**src/rtl/hrange_arbiter.sv**
```systemverilog
// Round-robin arbiter sharing one range generator between two requesters.
// Routes generator values to the granted requester; aborts runs that stay silent for TIMEOUT cycles.
module hrange_arbiter #(
  parameter int WIDTH   = 32,
  parameter int TIMEOUT = 64
) (
  input  logic                    _clock,
  input  logic                    _reset_n,
  input  logic                    req0_start,
  input  logic signed [WIDTH-1:0] req0_base,
  input  logic signed [WIDTH-1:0] req0_limit,
  input  logic signed [WIDTH-1:0] req0_step,
  output logic                    req0_busy,
  output logic signed [WIDTH-1:0] req0_0,
  output logic                    req0_valid,
  output logic                    req0_ready,
  output logic                    req0_err,
  input  logic                    req1_start,
  input  logic signed [WIDTH-1:0] req1_base,
  input  logic signed [WIDTH-1:0] req1_limit,
  input  logic signed [WIDTH-1:0] req1_step,
  output logic                    req1_busy,
  output logic signed [WIDTH-1:0] req1_0,
  output logic                    req1_valid,
  output logic                    req1_ready,
  output logic                    req1_err,
  output logic                    gen_start,
  output logic signed [WIDTH-1:0] gen_base,
  output logic signed [WIDTH-1:0] gen_limit,
  output logic signed [WIDTH-1:0] gen_step,
  output logic                    gen_reset,
  input  logic signed [WIDTH-1:0] gen_0,
  input  logic                    gen_valid,
  input  logic                    gen_ready
);
  typedef enum logic [1:0] {IDLE, LAUNCH, RUN} state_t;

  // Abort fires on the silent cycle that would bring the counter to TIMEOUT.
  localparam logic [15:0] IDLE_LAST = 16'(TIMEOUT - 1);

  state_t                  state;
  logic [1:0]              pending;
  logic [1:0]              start_v;
  logic [1:0]              valid_q;
  logic [1:0]              ready_q;
  logic [1:0]              err_q;
  logic                    last_grant;
  logic                    grant;
  logic                    pick;
  logic [15:0]             idle_cnt;
  logic signed [WIDTH-1:0] base_in  [2];
  logic signed [WIDTH-1:0] limit_in [2];
  logic signed [WIDTH-1:0] step_in  [2];
  logic signed [WIDTH-1:0] base_q   [2];
  logic signed [WIDTH-1:0] limit_q  [2];
  logic signed [WIDTH-1:0] step_q   [2];
  logic signed [WIDTH-1:0] out_q    [2];

  assign start_v     = {req1_start, req0_start};
  assign base_in[0]  = req0_base;
  assign base_in[1]  = req1_base;
  assign limit_in[0] = req0_limit;
  assign limit_in[1] = req1_limit;
  assign step_in[0]  = req0_step;
  assign step_in[1]  = req1_step;

  // With both pending, the requester not served last wins.
  assign pick = (&pending) ? ~last_grant : pending[1];

  assign req0_busy  = pending[0];
  assign req1_busy  = pending[1];
  assign req0_0     = out_q[0];
  assign req1_0     = out_q[1];
  assign req0_valid = valid_q[0];
  assign req1_valid = valid_q[1];
  assign req0_ready = ready_q[0];
  assign req1_ready = ready_q[1];
  assign req0_err   = err_q[0];
  assign req1_err   = err_q[1];

  // NOTE: argument holding registers carry no reset; they are only read after a capture wrote them.
  always_ff @(posedge _clock) begin
    for (int i = 0; i < 2; i++) begin
      if (start_v[i] && !pending[i]) begin
        base_q[i]  <= base_in[i];
        limit_q[i] <= limit_in[i];
        step_q[i]  <= step_in[i];
      end
    end
  end

  always_ff @(posedge _clock or negedge _reset_n) begin
    if (!_reset_n) begin
      state      <= IDLE;
      pending    <= '0;
      last_grant <= 1'b1;
      grant      <= 1'b0;
      idle_cnt   <= '0;
      gen_start  <= 1'b0;
      gen_reset  <= 1'b0;
      gen_base   <= '0;
      gen_limit  <= '0;
      gen_step   <= '0;
      valid_q    <= '0;
      ready_q    <= '0;
      err_q      <= '0;
      out_q[0]   <= '0;
      out_q[1]   <= '0;
    end else begin
      // NOTE: strobes default low here; later non-blocking assignments in this block override them.
      gen_start <= 1'b0;
      gen_reset <= 1'b0;
      valid_q   <= '0;
      ready_q   <= '0;
      err_q     <= '0;
      out_q[0]  <= '0;
      out_q[1]  <= '0;
      pending   <= pending | start_v;

      case (state)
        IDLE: begin
          if (|pending) begin
            grant     <= pick;
            gen_base  <= base_q[pick];
            gen_limit <= limit_q[pick];
            gen_step  <= step_q[pick];
            state     <= LAUNCH;
          end
        end
        LAUNCH: begin
          gen_start <= 1'b1;
          idle_cnt  <= '0;
          state     <= RUN;
        end
        RUN: begin
          if (gen_valid) begin
            valid_q[grant] <= 1'b1;
            out_q[grant]   <= gen_0;
          end
          if (gen_valid || gen_ready) idle_cnt <= '0;
          if (gen_ready) begin
            ready_q[grant] <= 1'b1;
            pending[grant] <= 1'b0;
            last_grant     <= grant;
            state          <= IDLE;
          end else if (!gen_valid) begin
            if (idle_cnt == IDLE_LAST) begin
              ready_q[grant] <= 1'b1;
              err_q[grant]   <= 1'b1;
              gen_reset      <= 1'b1;
              pending[grant] <= 1'b0;
              last_grant     <= grant;
              state          <= IDLE;
            end else begin
              idle_cnt <= idle_cnt + 16'd1;
            end
          end
        end
        default: state <= IDLE;
      endcase
    end
  end
endmodule
```
**config.mk**
```make
export PLATFORM = sky130hd
export DESIGN_NAME = hrange_arbiter
export DESIGN_NICKNAME = d
export VERILOG_FILES = /design/src/rtl/hrange_arbiter.sv
export SDC_FILE = /design/constraint.sdc
export NUM_CORES = 1
export LEC_CHECK = 0
export ABC_AREA = 1
export CORE_ASPECT_RATIO = 0.7
export CORE_MARGIN = 2
export CORE_UTILIZATION = 44
export DETAILED_ROUTE_END_ITERATION = 12
export HOLD_SLACK_MARGIN = 0.08
export PLACE_DENSITY = 0.74
export SLEW_MARGIN = 20
export SYNTH_ARGS = -nofsm -noshare
export SYNTH_HDL_FRONTEND = slang
export SYNTH_SLANG_ARGS = --single-unit
```
**constraint.sdc**
```tcl
create_clock -name _clock -period 6.85 [get_ports _clock]
set_input_delay 0.685 -clock _clock [delete_from_list [all_inputs] [get_ports _clock]]
set_output_delay 0.685 -clock _clock [all_outputs]
set_load 0.005 [all_outputs]
```
==> summary.txt, run 1 <==
Outcome
  • Status: completed

Clock tree
  • Root Buffer: clkbuf_16
  • PostCTS Resize Cnt: 0
  • CTS hold repair buffers: 0
  • TritonCTS sink count: 382
  • CTS tree: done
  • H-tree lvl count: 2
  • Skew-Pair Late Insertion Delay: 530 ps
  • CTS buffer count: 37
  • # Post-CTS Setup Buffers: 0
  • Worst-path clk slew: 60 ps
  • Clock Tree Buf Depth: 3

Logic synthesis
  • Top cells by area, synth: edfxtp_1 (42%), dfrtp_1 (34%), o21ai_0 (5.6%), nor2_1 (5.0%), nand2_1 (4.5%)
  • Number of synthesized flops with an enable pin: 192
  • Commonest cells in the netlist: edfxtp_1 (192), dfrtp_1 (189), nor2_1 (184)
  • Synth warn: 0
  • FFs w/ async S/R, synth: 49.7%
  • Yosys top cell by area: edfxtp_1
  • Syn_nets: 1343
  • Most common cell in the netlist: edfxtp_1
  • Seq cells post-synth: 382
  • Synth cell types: 27
  • Syn Area/Cell: 12.4 um^2
  • Sequential area share after synthesis: 76.7%
  • Yosys top cell area share: 42.0%
  • Synth Flop Type: edfxtp_1
  • Post-Syn Area: 13700 um^2
  • Syn Inst Count: 1109

Critical path
  • Worst EP arrival: 2880 ps
  • Worst Reg-to-Reg Cells: 8
  • Startpoint Class: flop
  • Reg2reg end: gen_limit[30]
  • Crit path max fanout: 59
  • Worst Path Required: 7240 ps
  • Critical Setup Path Class: flop to flop
  • Crit path capture type: flop
  • R2R Path Start: state[1]
  • Reg2Reg Setup Slack: 4360 ps

Pwr
  • Reg power frac: 42.3%
  • Clock power frac: 27.5%
  • Max VDD drop: 0.230 mV
  • Internal Power: 5.03 mW
  • NetSw: 2.33 mW
  • Switch share: 31.7%
  • Combinational share of power: 30.1%
  • Cell Pwr Density: 381 nW/um^2
  • Lkg Pwr: 7.75 nW

Timing
  • Highest clock rate: 0.402 GHz
  • Rel. slew slack: 27.8%
  • Period minus WS final: 2490 ps
  • Fin Setup TNS: 0 ps
  • Final Hold Fails: 0
  • RSZ-0062 raised after global routing: false
  • Final setup vio count: 0
  • Final Max Tran Viols: 0
  • Clock skew: 27.4 ps
  • Period utilization: 36.4%
  • Least-Margin Pin Slew: 1080 ps

Global route
  • Gr ovfl total: 0
  • First-pass GRT wire length: 55100 um
  • Largest net degree at the start of global routing: 117
  • GRT Overall Usage: 22.2%
  • Initial antenna violation count: 1
  • Vias in the first global route: 9903

Routing
  • Initial DRC count: 767
  • Drt via density: 4.99
  • Post-DRT Antenna Nets: 0
  • Vias: 9779
  • Routed WL per cell: 18.8 um
  • Drt pass-1 iters: 5
  • Drt total wl: 37000 um
  • # DRC: 0

Placed design
  • Placed Area: 18100 um^2
  • Buffers on Ports: 399
  • Dpl hpwl: 24500 um
  • Dpl cells: 1889
  • GPL Wtd Cong: 0.911

Floorplanning
  • Core ar.: 30900 um^2
  • Vert. Die Dim: 152 um
  • Die W: 215 um
  • Starting Density: 44.3%
  • Die area: 32600 um^2
  • FP Rows: 54
  • IO Pins: 400

Hold path
  • Worst Hold Class: primary input to async pin

Cells and area
  • Post-route cell area: 19300 um^2
  • Final non-filler cell total: 1961
  • Share of post-route cells with drive strength above 1: 4.94%
  • Final nets: 1743
  • Fill cells: 2387
  • Area grow syn2layout: 40.9%

Run
  • Max-Cap Viols: 0
[power groups by stage]
stage	combinational (mW)	clock (mW)	sequential, mW
after floorplan	0.989	0	3.13
after global placement	2.16	0	3.14
after detailed placement	2.23	0	3.14
after CTS	2.25	2.06	3.12
after global routing	2.46	2.15	3.16
final	2.22	2.03	3.12
[layer usage]
metal	share of wire (%)	track usage, %	vias to the layer above
li1	-	-	4525
met1	40	28.7	4770
met2	48	36.1	420
met3	9.1	6.49	64
met4	2.9	7.93	0
met5	0	0	-
[logic make-up after synthesis]
| group | synth area share (%) |
|---|---|
| AOI/OAI and AO/OA | 8.02 |
| xor gates and xnor gates | 0.192 |
| adders and majority gates | 0.365 |
| buffers and inverters | 3.70 |
| DFF | 76.7 |
| and+or+nand+nor | 11.0 |
[sequential cells by signal (all words and copies together) (netlist names), 16 cells and up]
name       cells
req0_0        32
base_q        64
idle_cnt      16
req1_0        32
step_q        64
gen_base      32
gen_limit     32
gen_step      32
limit_q       64
[layout by cell type, fill, tap and decap left out, types with 4 or more instances in the layout]
| cell | netlist | layout |
|---|---|---|
| edfxtp_1 | 192 | 192 |
| o21ai_0 | 153 | 153 |
| nand4_1 | 10 | 10 |
| inv_1 | 67 | 67 |
| clkbuf_8 | 0 | 5 |
| o21ai_1 | 55 | 55 |
| clkbuf_16 | 0 | 39 |
| clkinv_2 | 0 | 6 |
| nor3_1 | 5 | 5 |
| buf_4 | 4 | 9 |
| a21oi_1 | 4 | 4 |
| clkdlybuf4s50_1 | 0 | 398 |
| dfrtp_1 | 189 | 189 |
| nand3_1 | 19 | 19 |
| ha_1 | 4 | 4 |
| nand2_1 | 164 | 164 |
| nor2_1 | 184 | 182 |
| clkbuf_1 | 19 | 11 |
[through the flow]
| stage | worst slack, ps | power (mW) | hold WS [ps] | util (%) |
|---|---|---|---|---|
| 6_report | 4360 | 7.36 | 297 | 62.4 |
| 5_1_grt | 4120 | 7.77 | 379 | 62.4 |
| 4_1_cts | 3950 | 7.43 | 354 | 62.3 |
| 3_5_place_dp | 3390 | 5.38 | 466 | 58.4 |
| 3_3_place_gp | 3470 | 5.30 | 452 | 58.4 |
| 2_1_floorplan | 1530 | 4.12 | 389 | - |
[final cells by class]
type	instances	area, um^2	area share [%]
antenna	3	7.51	0.0389
timing repair buffer	409	4090	21.1
sequential	382	10500	54.5
inverter	72	272	1.41
clock inverter	14	134	0.693
multi-input combinational	607	2700	14.0
clock buffer	54	1070	5.55
tap	420	526	2.72
[critical path, stage by stage, from the launching register on]
cell,delay [ps]
dfrtp_1,400
inv_1,100
ha_1,220
inv_1,90
a21oi_4,130
clkinv_2,510
buf_4,560
nand2_1,170
o21ai_0,130
[worst max-delay path by stage]
stage / startpoint / end / cells after the start
after floorplan: req0_start / base_q[0][0] / 2
after global placement: req1_start / step_q[1][21] / 4
after detailed placement: req1_start / limit_q[1][4] / 4
after CTS: req1_start / limit_q[1][28] / 4
after global routing: state[0] / gen_limit[30] / 8
final: state[1] / gen_limit[30] / 8
(Power assumes the default switching activity.)
==> run 2: changes to the inputs <==
--- a/config.mk
+++ b/config.mk
@@ -8,10 +8,10 @@
 export ABC_AREA = 1
 export CORE_ASPECT_RATIO = 0.7
 export CORE_MARGIN = 2
-export CORE_UTILIZATION = 44
+export CORE_UTILIZATION = 43
 export DETAILED_ROUTE_END_ITERATION = 12
 export HOLD_SLACK_MARGIN = 0.08
-export PLACE_DENSITY = 0.74
+export PLACE_DENSITY = 0.76
 export SLEW_MARGIN = 20
 export SYNTH_ARGS = -nofsm -noshare
 export SYNTH_HDL_FRONTEND = slang
==> constraint.sdc (replaced) <==
create_clock -name _clock -period 2.2 [get_ports _clock]
set_input_delay 0.22 -clock _clock [delete_from_list [all_inputs] [get_ports _clock]]
set_output_delay 0.22 -clock _clock [all_outputs]
set_load 0.005 [all_outputs]
==> run 2 against run 1 <==
  * Worst setup slack worse by 4100 ps
  * Wire length is 2.3% higher
  * Final area is 1.5% higher
  * Die area is 2.3% higher
  * Fmax is 26% higher
  * Worst hold slack worse by 78 ps
  * First-iteration DRC count is 5.7% higher
==> summary.txt, run 2 (synthesized netlist as in run 1, its figures left out) <==
Outcome
  • Status: completed

Timing
  • RSZ-0062 raised after global routing: false
  • Hold slack: 219 ps
  • Least-Margin Pin Slew: 568 ps
  • Final setup vio count: 0
  • Final Max Tran Viols: 0
  • Fin Setup TNS: 0 ps
  • Highest clock rate: 0.504 GHz
  • Final Hold Fails: 0
  • Worst setup margin: 216 ps
  • Period utilization: 90.2%
  • Rel. slew slack: 62.2%
  • Period minus WS final: 1980 ps
  • Clock skew: 24.1 ps

Floorplanning
  • Starting Density: 43.8%
  • Die area: 33400 um^2
  • Vert. Die Dim: 153 um
  • Die W: 217 um
  • IO Pins: 400
  • FP Rows: 54
  • Core ar.: 31300 um^2

Clock tree
  • Root Buffer: clkbuf_16
  • PostCTS Resize Cnt: 0
  • CTS tree: done
  • CTS buffer count: 37
  • H-tree lvl count: 2
  • Worst-path clk slew: 60 ps
  • Skew-Pair Late Insertion Delay: 530 ps
  • TritonCTS sink count: 382
  • Clock Tree Buf Depth: 3

Routing
  • Drt via density: 5.01
  • Post-DRT Antenna Nets: 0
  • Drt pass-1 iters: 5
  • Vias: 9901
  • # DRC: 0
  • Routed WL per cell: 19.1 um
  • Initial DRC count: 811
  • Drt total wl: 37800 um

Cells and area
  • Post-layout util: 62.7%
  • Final non-filler cell total: 1976
  • Final nets: 1761
  • Share of post-route cells with drive strength above 1: 6.24%
  • Area grow syn2layout: 43.0%
  • Commonest non-fill, non-tap cell in the layout: clkdlybuf4s50_1
  • Post-route cell area: 19600 um^2
  • Highest-count cells in the layout ignoring fill and taps: clkdlybuf4s50_1 (398), edfxtp_1 (192), dfrtp_1 (188), nor2_1 (182), nand2_1 (164)
  • Fill cells: 2320
  • Biggest registers after layout: base_q: 64 flops, limit_q: 64 flops, step_q: 64 flops

Global route
  • First-pass GRT wire length: 58000 um
  • Gr ovfl total: 0
  • Met1 Track Usage GR: 28.5%
  • GRT Overall Usage: 22.7%
  • Met3 Use GR: 7.14%
  • Largest net degree at the start of global routing: 97
  • Initial antenna violation count: 1
  • M2 GR Usage: 37.4%
  • Vias in the first global route: 10300
  • Busiest grt layer: met2

Critical path
  • Worst EP arrival: 2410 ps
  • Worst Path Required: 2630 ps
  • Crit path capture type: flop
  • Critical Setup Path Class: flop to flop
  • Worst Reg-to-Reg Cells: 7
  • Startpoint Class: flop
  • Crit path max fanout: 47

Placed design
  • GPL Wtd Cong: 0.856
  • Dpl cells: 1907
  • Dpl hpwl: 26000 um
  • Placed Area: 18300 um^2
  • Post-place setup slack: 246 ps
  • Buffers on Ports: 399

Pwr
  • Cell Pwr Density: 1190 nW/um^2
  • Power consumption: 23.4 mW
  • Lkg Pwr: 7.91 nW
  • Max VDD drop: 0.860 mV

Hold path
  • Worst Hold Class: primary input to async pin

Run
  • Max-Cap Viols: 0
## run 2: cell count changes in the layout (fill, tap and decap cells not counted), sizes merged
cell         change
clkinv           +2
dlygate4sd3      +1
clkinvlp         -2
clkbuf           -2
bufinv           +1
buf             +17
inv              -1
diode            -1
## run 2: area by class of cell
cell class / instances / area [um^2] / area share, %
clock buffers: 52 / 1100 / 5.63
repair buffers: 427 / 4320 / 22.0
flip-flops and latches: 382 / 10500 / 53.7
clock inverters: 14 / 153 / 0.779
well taps: 420 / 526 / 2.68
inverters: 72 / 272 / 1.38
multi-input cells: 607 / 2700 / 13.8
diodes: 2 / 5.00 / 0.0255
## run 2: layer usage
metal	up-vias	part of all wire, %
met3	69	9.5
met5	-	0
li1	4557	-
met4	0	3.0
met2	463	48
met1	4812	40
## run 2: critical path, stage by stage (launching register included)
cell     delay (ps)
dfrtp_1         410
inv_1           100
ha_1            230
inv_1            90
a21oi_4         180
buf_4           430
o21ai_0         180
o21ai_0         230
## run 2: path summary, 6_finish.rpt
path | from | endpoint | slack, ps
setup reg to reg | state[0] | gen_step[25] | 220
min in group _clock | req1_step[31] | step_q[1][31] | 240
hold / removal | _reset_n | req1_0[14] | 220
hold reg to reg | last_grant | last_grant | 470
setup / recovery | state[0] | gen_step[25] | 220
max in group asynchronous | _reset_n | gen_base[24] | 1170
## run 2: timing repair
action                    in CTS  in global routing
hold endpoints to repair     159                  0
setup buffers                  0                  0
hold buffers                   1                  0
## run 2: power breakdown
part / internal (mW) / total, mW / switching [mW] / leakage (nW)
Sequential: 8.94 / 9.65 / 0.714 / 4.18
Combinational: 3.28 / 7.23 / 3.95 / 3.10
Clock: 3.86 / 6.52 / 2.65 / 0.624
==> edit 1: new RTL, settings of run 2 <==
The 3 states of `state_t` get a one-hot encoding in 3 bits.
--- a/src/rtl/hrange_arbiter.sv
+++ b/src/rtl/hrange_arbiter.sv
@@ -34,5 +34,5 @@
   input  logic                    gen_ready
 );
-  typedef enum logic [1:0] {IDLE, LAUNCH, RUN} state_t;
+  typedef enum logic [2:0] {IDLE = 3'b001, LAUNCH = 3'b010, RUN = 3'b100} state_t;
 
   // Abort fires on the silent cycle that would bring the counter to TIMEOUT.
Behaviour: no difference found for any inputs over 4 cycles, from zero or initial values and one cycle with _reset_n low; so few cycles prove little.
==> edit 1 against run 2 <==
First-iteration DRC count decreased by 11%. Wire length is 6.1% lower. Sequential share of layout area grew 0.27 points. Worst hold slack better by 0.030 ns. Fmax up 7.5%. Power decreased by 3.5%. Worst setup slack improved by 0.14 ns. Synthesized area increased by 0.81%. Sequential cell count rose by 1. Count of clock-buffer cells in the layout up 6. Cell area shrank 0.26%. Combinational power is 3.7% lower. Global-route usage fell by 1.5 points. Critical path type is now reg -> out.
==> edit 1: results (changes against run 2) <==
vias in the first global route 9,688 (-5.7%); syn nets 1,326 (-1.3%); sequential share of the synthesized area 76.30% (-0.43 points); Final #Nets 1,729 (-1.8%); drt first-iter violations 721 (-11%); synth top area cells edfxtp_1 42%, dfrtp_1 34%, nor2_1 4.9%; critical path arrival 1.63 ns (-0.78 ns); top cell family by delay on the critical path buffers and inverters; Non-Filler Instances 1,947 (-1.5%); met1 wire length 13,800 microns (-7.9%); TritonRoute pass-1 iters 6 (+1); HP Class in -> reg; slowest stage delay, CP 0.63 ns (+0.20 ns); Syn Area/Cell 12.62 sq um (+2.1%); Worst Clk Skew 0.01003 ns (-0.01407 ns); GR Util met2 34.06% (-3.3 points); Leak 7.959 nW (+0.67%); CP Max Fanout 4 (-91%); post-CTS setup buffers 0 (unchanged); r2r worst-path depth 5 (-2); mux contribution to synthesized area 0% (unchanged); met1 Usage GRT 26.44% (-2.0 points); Num CTS Buffers 36 (-2.7%); final RePlAce weighted congestion 0.8631 (+0.84%); compound-cell area share of the yosys netlist 8.445% (+0.42 points); Synth Area in Adders 0.09051% (-0.27 points); DP HPWL 23,950 microns (-7.9%); met3 Track Usage GR 7.300% (+0.16 points); status finished, final reports clean; VDD IR max 783.4 uV (-8.9%); Top Layer Used met5; Async SR Flop Fraction 49.87% (+0.13 points); share of cells above drive strength 1 6.430% (+0.19 points); GRT Util Overall 21.21% (-1.5 points); top cells by count, synth 192 x edfxtp_1, 189 x dfrtp_1, 179 x nor2_1; Placed Area 0.01835 sq mm (about the same); largest net degree at the start of global routing 101 (+4.1%); pre-CTS WS 0.4475 ns (+0.2014 ns); post-DR vias/cell 4.874 (-2.7%); synth unique cells 28 (+3.7%); slowest cell on the critical path clkdlybuf4s50_1; Post-Synth XOR/XNOR Area 0% (-0.19 points); metal2 WL 16,950 microns (-6.2%); Post-synth EDFFs 192 (unchanged); Rel. slew slack 61.07% (-1.1 points); routed len/inst 18.22 microns (-4.7%); initial antenna violation count 6 (+5); routed length on met3 3486 microns (-3.2%); first-pass GRT wire length 54,430 microns (-6.1%)
[edit 1: path summary, 6_finish.rpt]
path | start | endpoint | slack [ns]
max | pending[1] | req1_busy | 0.35
min | gen_0[17] | req0_0[17] | 0.25
max reg2reg | state[0] | gen_limit[23] | 0.46
min reg2reg | last_grant | last_grant | 0.46
max in group asynchronous | _reset_n | req1_0[5] | 1.17
min in group asynchronous | _reset_n | ready_q[0] | 0.27
[edit 1: where the power goes]
group	switching (mW)	internal, mW
Combinational	3.64	3.32
Clock	2.55	3.70
Sequential	0.615	8.74
[edit 1: area by class of cell]
type,instances,area (sq um)
clock inverters,6,80.08
repair buffers,413,4230
well taps,420,525.5
diodes,3,7.507
multi-input cells,522,2517
flip-flops and latches,383,10550
clock buffers,58,1115
fillers,2386,11860
inverters,142,534.3
[edit 1: what timing repair did]
action / in CTS / in global routing
resized for setup: 0 / 0
hold buffers: 1 / 0
endpoints found under the hold margin: 60 / 0
endpoints found under the setup margin: 0 / 0
==> edit 2: new RTL, settings of run 2 <==
Without the edit above. `WIDTH`: 32 -> 16.
--- a/src/rtl/hrange_arbiter.sv
+++ b/src/rtl/hrange_arbiter.sv
@@ -2,5 +2,5 @@
 // Routes generator values to the granted requester; aborts runs that stay silent for TIMEOUT cycles.
 module hrange_arbiter #(
-  parameter int WIDTH   = 32,
+  parameter int WIDTH   = 16,
   parameter int TIMEOUT = 64
 ) (
Ports: changed (12 resized); port bits go from 400 to 208. The function was not compared with the original's and may differ.
==> edit 2 against run 2 <==
Wire length down 52%. Combinational power down 51%. Clock power down 47%. Sequential cell count down 176. Synthesized area down 44%. Cell area down 45%. Worst setup slack better by 0.13 ns. Power down 48%. Largest cell class unchanged.
==> edit 2: results (changes against run 2) <==
status finished, final reports clean; slowest stage delay, CP 0.40 ns (-0.03 ns); largest net degree at the start of global routing 52 (-46%); DP HPWL 12,030 microns (-54%); count of multi-input gates 369 (-39%); Critical Path Sink idle_cnt[7]; Worst Tran Pin Value 0.7675 ns (+0.2000 ns); share of cells above drive strength 1 7.215% (+0.97 points); Post-synth top flop dfrtp_1; Async SR Flop Fraction 53.40% (+3.7 points); slowest cell on the critical path ha_1; sequential share of the synthesized area 73.16% (-3.6 points); TritonRoute pass-1 iters 4 (-1); Util after Layout 61.93% (-0.75 points); drt first-iter violations 374 (-54%); Leak 4.475 nW (-43%); register area 0.005637 sq mm (-46%); critical path arrival 2.27 ns (-0.14 ns); VDD IR max 618.4 uV (-28%); post-DR vias/cell 4.869 (-2.8%); Post-Synth XOR/XNOR Area 0.3410% (+0.15 points); GRT Util Overall 19.07% (-3.6 points); Regs by FF count base_q (32), limit_q (32), step_q (32); CP Max Fanout 16 (-66%); vias in the first global route 5,297 (-48%); Placed Area 0.01006 sq mm (-45%); HP Class in -> reg; register share of the cell area 52.41% (-1.3 points); first-pass GRT wire length 28,100 microns (-52%); clock net sink count 206 (-46%); Num CTS Buffers 21 (-43%); compound-cell area share of the yosys netlist 7.616% (-0.40 points); Inverters excl. clock 57 (-21%); routed length on met3 1359 microns (-62%); R2R Setup Slk 0.35 ns (+0.13 ns); # clk buffers 28 (-46%); Skew-Pair Late Insertion Delay 0.49 ns (-0.04 ns); Synth Area in Adders 0.6496% (+0.28 points); Worst Clk Skew 0.01870 ns (-0.005394 ns); synth unique cells 32 (+19%); Clock-cell share 6.340% (-0.073 points); Syn Area/Cell 11.75 sq um (-5.0%)
edit 2: cell families (layout without fill, tap and decap cells):
kind of cell / after synthesis / count (layout)
xor gates and xnor gates: 3 / 3
buffers and inverters: 81 / 312
DFF: 206 / 206
adders and majority gates: 4 / 4
and+or+nand+nor: 248 / 248
AOI/OAI and AO/OA: 114 / 114
edit 2: what timing repair did:
action,4_1_cts,5_1_grt
resized for setup,0,0
hold buffers,1,0
hold endpoints to repair,42,0
edit 2: per-layer routing:
metal  vias up  GRT usage (%)
met1      2606          26.54
met2       188          30.45
met3        33          4.510
li1       2616              -
met5         -              0
met4         0          5.205
edit 2: worst register-to-register path: stages, from the launching register on:
cell and delay, ns:
dfrtp_1 0.37, inv_1 0.07, ha_1 0.40, inv_1 0.26
nor3_4 0.21, buf_4 0.24, o21ai_0 0.12, o22ai_1 0.11
edit 2: report_power, final:
group	switching, mW	internal, mW
Combinational	1.91	1.65
Clock	1.45	2.03
Sequential	0.364	4.78
